[config.mk]
export PLATFORM = sky130hd
export DESIGN_NAME = lsu
export DESIGN_NICKNAME = d
export VERILOG_FILES = /design/src/rtl/lsu.sv
export SDC_FILE = /design/constraint.sdc
export NUM_CORES = 1
export LEC_CHECK = 0
export ABC_CLOCK_PERIOD_IN_PS = 5200
export CAP_MARGIN = 40
export CORE_MARGIN = 2
export CORE_UTILIZATION = 27
export CTS_CLUSTER_SIZE = 10
export DETAILED_ROUTE_END_ITERATION = 7
export PLACE_DENSITY = 0.52
export SLEW_MARGIN = 10
export SYNTH_ARGS = -nofsm -noshare
export SYNTH_HDL_FRONTEND = slang
export SYNTH_SLANG_ARGS = --single-unit
[constraint.sdc]
create_clock -name clk -period 5.2 [get_ports clk]
set_input_delay 0.52 -clock clk [delete_from_list [all_inputs] [get_ports clk]]
set_output_delay 0.52 -clock clk [all_outputs]
set_load 0.02 [all_outputs]
[src/rtl/lsu.sv]
// Load/store unit: CPU-side initiator of the data-memory interface.
// Accepts one load/store op from execute, validates it, drives dmem_* until
// dmem_drdy (or timeout), extends load data and hands a result to writeback.
// Only one op is in flight at a time.
//
// Ports:
//   clk, rst_n           clock, asynchronous active-low reset
//   op_valid/op_ready    op handshake from execute (ready only in idle)
//   op_load/op_store     op kind; exactly one must be set
//   op_funct3            RV32 size/sign (B, H, W, BU, HU)
//   op_addr/op_wdata     effective byte address and store data
//   op_rd                destination tag, echoed on res_rd
//   res_valid/res_ready  result handshake to writeback
//   res_data/res_rd      extended load data (0 for stores/errors) and tag
//   res_err              00 ok, 01 misaligned, 10 timeout, 11 illegal
//   dmem_*               memory request (driven only while accessing)
//   dmem_drdy/dmem_rdata memory completion strobe and read word
module lsu #(
  parameter int unsigned TIMEOUT_CYCLES = 255
) (
  input  logic        clk,
  input  logic        rst_n,
  input  logic        op_valid,
  output logic        op_ready,
  input  logic        op_load,
  input  logic        op_store,
  input  logic [2:0]  op_funct3,
  input  logic [31:0] op_addr,
  input  logic [31:0] op_wdata,
  input  logic [4:0]  op_rd,
  output logic        res_valid,
  input  logic        res_ready,
  output logic [31:0] res_data,
  output logic [4:0]  res_rd,
  output logic [1:0]  res_err,
  output logic [31:0] dmem_addr,
  output logic [31:0] dmem_wdata,
  output logic        dmem_read,
  output logic        dmem_write,
  output logic        dmem_rdu,
  output logic        dmem_hwrd,
  output logic        dmem_wrd,
  input  logic        dmem_drdy,
  input  logic [31:0] dmem_rdata
);

  localparam int unsigned CntW = $clog2(TIMEOUT_CYCLES + 1);
  localparam logic [CntW-1:0] CntLast = CntW'(TIMEOUT_CYCLES - 1);

  localparam logic [1:0] ErrOk      = 2'b00;
  localparam logic [1:0] ErrMisal   = 2'b01;
  localparam logic [1:0] ErrTimeout = 2'b10;
  localparam logic [1:0] ErrIllegal = 2'b11;

  typedef enum logic [1:0] {StIdle, StAccess, StResp} state_e;

  state_e          state_q, state_d;
  logic [CntW-1:0] cnt_q, cnt_d;
  logic            load_q;
  logic [2:0]      funct3_q;
  logic [31:0]     addr_q, wdata_q;
  logic [31:0]     res_data_q, res_data_d;
  logic [4:0]      res_rd_q, res_rd_d;
  logic [1:0]      res_err_q, res_err_d;
  logic            op_take;

  // Decode of the op presented in idle
  logic f3_ok, op_legal, op_misal;
  always_comb begin
    unique case (op_funct3)
      3'b000, 3'b001, 3'b010: f3_ok = 1'b1;
      3'b100, 3'b101:         f3_ok = op_load;  // unsigned forms exist only for loads
      default:                f3_ok = 1'b0;
    endcase
    op_legal = (op_load != op_store) && f3_ok;
    op_misal = ((op_funct3[1:0] == 2'b01) && op_addr[0]) ||
               ((op_funct3[1:0] == 2'b10) && (op_addr[1:0] != 2'b00));
  end

  // Load extraction; rdata carries the addressed byte in [7:0]
  logic [31:0] load_ext;
  always_comb begin
    unique case (funct3_q)
      3'b000:  load_ext = {{24{dmem_rdata[7]}}, dmem_rdata[7:0]};
      3'b100:  load_ext = {24'd0, dmem_rdata[7:0]};
      3'b001:  load_ext = {{16{dmem_rdata[15]}}, dmem_rdata[15:0]};
      3'b101:  load_ext = {16'd0, dmem_rdata[15:0]};
      default: load_ext = dmem_rdata;
    endcase
  end

  always_comb begin
    state_d    = state_q;
    cnt_d      = cnt_q;
    res_data_d = res_data_q;
    res_rd_d   = res_rd_q;
    res_err_d  = res_err_q;
    op_take    = 1'b0;
    unique case (state_q)
      StIdle: begin
        if (op_valid) begin
          op_take    = 1'b1;
          res_rd_d   = op_rd;
          res_data_d = '0;
          res_err_d  = ErrOk;
          if (!op_legal) begin
            res_err_d = ErrIllegal;
            state_d   = StResp;
          end else if (op_misal) begin
            res_err_d = ErrMisal;
            state_d   = StResp;
          end else begin
            state_d = StAccess;
          end
        end
      end
      StAccess: begin
        if (dmem_drdy) begin
          res_data_d = load_q ? load_ext : '0;
          res_err_d  = ErrOk;
          cnt_d      = '0;
          state_d    = StResp;
        end else if (cnt_q == CntLast) begin
          res_data_d = '0;
          res_err_d  = ErrTimeout;
          cnt_d      = '0;
          state_d    = StResp;
        end else begin
          cnt_d = cnt_q + 1'b1;
        end
      end
      StResp: begin
        if (res_ready) state_d = StIdle;
      end
      default: state_d = StIdle;
    endcase
  end

  always_ff @(posedge clk or negedge rst_n) begin
    if (!rst_n) begin
      state_q    <= StIdle;
      cnt_q      <= '0;
      res_data_q <= '0;
      res_rd_q   <= '0;
      res_err_q  <= '0;
      load_q     <= 1'b0;
      funct3_q   <= '0;
      addr_q     <= '0;
      wdata_q    <= '0;
    end else begin
      state_q    <= state_d;
      cnt_q      <= cnt_d;
      res_data_q <= res_data_d;
      res_rd_q   <= res_rd_d;
      res_err_q  <= res_err_d;
      if (op_take) begin
        load_q   <= op_load;
        funct3_q <= op_funct3;
        addr_q   <= op_addr;
        wdata_q  <= op_wdata;
      end
    end
  end

  // Memory request is gated by state so it collapses at once on async reset
  logic in_access;
  always_comb begin
    in_access  = (state_q == StAccess);
    dmem_addr  = in_access ? addr_q : '0;
    dmem_wdata = in_access ? wdata_q : '0;
    dmem_read  = in_access && load_q;
    dmem_write = in_access && !load_q;
    dmem_hwrd  = in_access && (funct3_q[1:0] == 2'b01);
    dmem_wrd   = in_access && (funct3_q == 3'b010);
    dmem_rdu   = in_access && funct3_q[2];
    op_ready   = (state_q == StIdle);
    res_valid  = (state_q == StResp);
    res_data   = res_data_q;
    res_rd     = res_rd_q;
    res_err    = res_err_q;
  end

endmodule

# --- Word level (Yosys, flattened, before mapping) ---
# Cells that the tools add are included.
# W data, S select, Z words.
word_totals:
  regBits: 117
  output_inout_bits: 110
  elab_cells: 73
op_classes:
  add_sub_neg: 1
  eq_ne: 18
  mux: 25
  n_reduce_logical: 20
op_table:
  columns: ["op", "n"]
  rows:
  - ["$mux W32", 6]
  - ["$pmux W32 S4", 1]
  - ["$pmux W32 S2", 1]
  - ["$mux W2", 9]
  - ["$mux W8", 2]
  - ["$eq A3 B3 Y1 const B", 4]
  - ["$add A8 B1 Y8 const B", 1]
  - ["$eq A8 B8 Y1 const B", 1]
  - ["$logic_and A1 B1 Y1", 8]
  - ["$eq A2 B1 Y1 const B", 3]
  - ["$eq A3 B1 Y1 const B", 2]
  - ["$eq A3 B2 Y1 const B", 2]
  - ["$logic_not A3 Y1", 2]
  - ["$pmux W2 S3", 1]
  - ["$reduce_and A3 Y1", 2]
  - ["$eq A2 B2 Y1 const B", 2]
  - ["$pmux W2 S2", 1]
  - ["$reduce_bool A2 Y1", 2]
  - ["$mux W1", 3]
  - ["$ne A3 B2 Y1 const B", 1]
  - ["$reduce_or A3 Y1", 1]
  - ["$logic_not A2 Y1", 1]
  - ["$ne A2 B1 Y1 const B", 1]
  - ["$ne A2 B2 Y1 const B", 1]
  - ["other kinds (6)", 6]

# --- Depth between registers and ports, before layout ---
depth:
  word_depth: 7
  mapped_depth: 9

# --- Least setup slack after synthesis ---
# Ideal clock, no wire load.
synth_path:
  path_kind: "register to output"
  start: "register funct3_q[1]"
  end: "output dmem_wrd"
  t_arrival_ns: 1.518
  setup_slack_ns: 3.162
  stages_incl_launch_ff: 4
  path_buffers: 2
  path_cell_list: "dfrtp_1 clkbuf_1 clkbuf_1 nor4b_1"
synth_via:
  elab_chain_cells: 2
synth_lines:
  columns: ["element", "line_no", "rtl"]
  rows:
  - ["start: declaration", "60", "logic [2:0] funct3_q;"]
  - ["start signal: assignment", "158", "funct3_q <= op_funct3;"]
  - ["$eq A3 B2 Y1", "174", "dmem_wrd = in_access && (funct3_q == 3'b010);"]
  - ["$logic_and A1 B1 Y1", "174", null]
  - ["end: declaration", "42", "output logic dmem_wrd,"]
# No other way between the ends.

# --- Worst setup path after layout ---
layout_path:
  start: "register state_q[0]"
  end: "output dmem_addr[8]"
layout_via:
  elab_chain_cells: 2
layout_lines:
  columns: ["element", "line_no", "rtl"]
  rows:
  - ["start: declaration", "57", "state_e state_q, state_d;"]
  - ["start signal: assignment", "141", "state_q <= StIdle;"]
  - ["start signal: assignment", "151", "state_q <= state_d;"]
  - ["$eq A2 B1 Y1", "168", "in_access = (state_q == StAccess);"]
  - ["$mux W32", "169", "dmem_addr = in_access ? addr_q : '0;"]
  - ["end: declaration", "36", "output logic [31:0] dmem_addr,"]
# No other way between the ends.

==> summary.txt <==
Num rows: 50
Drt wl/cell: 16.4 um
Fmax: 308 MHz
DRC violations left: 0
Vias in the first global route: 4221
GRT overflow: 0
Buffers on Ports: 220
Post-CTS Hold Fix Bufs: 0
Initial antenna violation count: 0
Ant. Diodes: 0
CTS Buf Count: 17
Post-synth top flop: dfrtp_1
# Post-CTS Setup Buffers: 0
Die span in x: 143 um
WHS: 25.4 ps
Clock sink total: 117
Setup violators final: 0
Leakage power: 0.00346 uW
Register area share after synthesis: 0.564
EDFF count, synth: 0
Via count: 4055
Critical path arrival: 2730 ps
Die height: 143 um
Max FO, Critical Path: 46
Synth Area per Inst: 12.2 um2
Synth Warn #: 0
Seq cells post-synth: 117
RSZ-0062 raised after global routing: false
Layout cells sized above 1: 0.177
CP peak stage delay: 620 ps
Critical path required time: 4680 ps
Antenna Nets Post-Route: 0
Hpwl dp: 10300 um
Routing usage on met3: 0.0594
Vias per cell: 4.56
Number of H-tree levels: 4
GPL Wtd Cong: 0.751
WL final: 14600 um
Nets: 756
Max Root-Sink Buffers: 2
Mapped cell area: 5190 um2
Initial Utilization: 0.276
Status: completed
Hold Crit Class: in2async
Worst-Margin Slew: 747 ps
Critical path startpoint category: register
Post-CTS sizing: 0
Total track usage: 0.145
CTS tree: built
Final worst-path cycle share: 0.624
Relative slew slack: 0.502
Ports: 221
Global-route layer with the greatest usage: met2
Setup crit end kind: output port
Final TNS setup: 0 ps
DRT Pass-1 Iters: 4
Routing usage on met1: 0.175
Final number of hold-violating endpoints: 0
Root buffer cell: clkbuf_16
Syn_nets: 538
Synth cell types: 34
DIE AREA: 20300 um2
Maxcap violations: 0
Clock latency on the worst-skew pair: 410 ps
Area Growth Syn to Fin: 59.8%
Global-route wire length before repair: 22900 um
Layout Skew: 6.90 ps
Core Area: 18800 um2
Worst IR Drop VDD: 0.000211 V
DRT iter0 DRCs: 127
Sequence of cells on the critical path: nor2b_4 -> buf_4 -> and2_1 -> clkdlybuf4s50_1
WS Path Type: reg2out
Met2 Use GR: 0.239
Clock transition at path regs: 60 ps
Pwr/cell area: 415 nW/um2
Cell count after synthesis: 425
Largest net degree at the start of global routing: 48
Crit-path slowest cell: clkdlybuf4s50_1
Max Slew Vio Count: 0
Asr flop ratio synth: 1.00
Min Tclk post-route: 3250 ps
-- per-stage QoR --
step / worst slack (ps) / std cells / util / area [um2] / total power (uW)
6_report: 1950 / 890 / 0.442 / 8290 / 3440
2_1_floorplan: 3160 / 425 / - / 5190 / 1840
5_1_grt: 1710 / 890 / 0.442 / 8290 / 3640
4_1_cts: 1900 / 890 / 0.442 / 8290 / 3500
3_5_place_dp: 2360 / 858 / 0.408 / 7660 / 2220
3_3_place_gp: 2380 / 854 / 0.404 / 7570 / 2180
-- critical path: cells and delay by family, from the launching register on --
family,cells,cell delay (ps)
buf+inv,2,1100
simple gates,2,770
flops,1,430
-- flip-flops by register name (all words and copies together), names as in the netlist --
name and flops:
res_data 32, addr_q 32, res_err 2, load_q 1, state_q 2, wdata_q 32, funct3_q 3, res_rd 5
cnt_q 8
-- cell type report --
| type | count | area (um2) |
|---|---|---|
| inverter | 4 | 15.0 |
| clock inverter | 12 | 176 |
| multi-input combinational | 277 | 2120 |
| timing repair buffer | 226 | 2300 |
| clock buffer | 20 | 457 |
| sequential | 117 | 2930 |
| tap | 234 | 293 |
| fill | 1749 | 10500 |
-- metal layers --
| layer | wire [um] | up-vias | part of all wire |
|---|---|---|---|
| met4 | 136 | 0 | 0.0093 |
| met2 | 6920 | 160 | 0.48 |
| met1 | 6180 | 1972 | 0.42 |
| met3 | 1310 | 9 | 0.090 |
| li1 | - | 1914 | - |
| met5 | 0 | - | 0 |
-- layout by cell type, fill, tap and decap left out, types with 3 or more instances in the layout --
cell type / netlist / final
a21o_1: 8 / 8
a21oi_1: 10 / 10
a22o_1: 8 / 8
and2_1: 67 / 66
buf_4: 0 / 4
bufinv_16: 0 / 4
clkbuf_16: 0 / 17
clkdlybuf4s50_1: 0 / 219
clkinv_2: 0 / 3
dfrtp_1: 117 / 117
inv_1: 4 / 4
mux2_2: 73 / 73
nand2_1: 16 / 16
nand3_1: 3 / 3
nor2_1: 13 / 13
nor2b_1: 21 / 20
o21ai_0: 17 / 17
o2bb2ai_1: 17 / 17
-- cell usage after synthesis, types with 2 or more instances --
cell type / n / area, um2
dfrtp_1: 117 / 2930
mux2_2: 73 / 822
and2_1: 67 / 419
nor2b_1: 21 / 131
o21ai_0: 17 / 85.1
o2bb2ai_1: 17 / 149
nand2_1: 16 / 60.1
clkbuf_1: 13 / 48.8
nor2_1: 13 / 48.8
buf_2: 12 / 60.1
a21oi_1: 10 / 50.1
a21o_1: 8 / 60.1
a22o_1: 8 / 70.1
inv_1: 4 / 15.0
nand3_1: 3 / 15.0
a211o_1: 2 / 17.5
a31oi_1: 2 / 12.5
and3_1: 2 / 12.5
buf_6: 2 / 22.5
ha_1: 2 / 25.0
nor4b_1: 2 / 17.5
o31ai_1: 2 / 15.0
-- worst paths after layout --
check	startpoint	to	slack (ps)	cells after the start
max in group asynchronous	rst_n	res_data[31]	4240	2
min in group clk	res_data[13]	res_data[13]	470	1
worst max register to register	state_q[0]	res_data[31]	2820	5
worst min register to register	res_data[13]	res_data[13]	470	1
worst max-delay path	state_q[0]	dmem_addr[8]	1950	4
worst min-delay path	rst_n	res_data[3]	30	1
-- logic make-up after synthesis --
family                   synth area share
XOR/XNOR                          0.00169
multiplexers                        0.160
flip-flops                          0.564
AND/OR/NAND/NOR                     0.145
adder cells (fa/ha/maj)           0.00482
AO/OA/AOI/OAI                      0.0953
buffers and inverters              0.0282
-- power by group --
group	internal (uW)	switching, uW
logic	490	345
registers	1180	174
clock network	827	425
(Power assumes the default switching activity.)
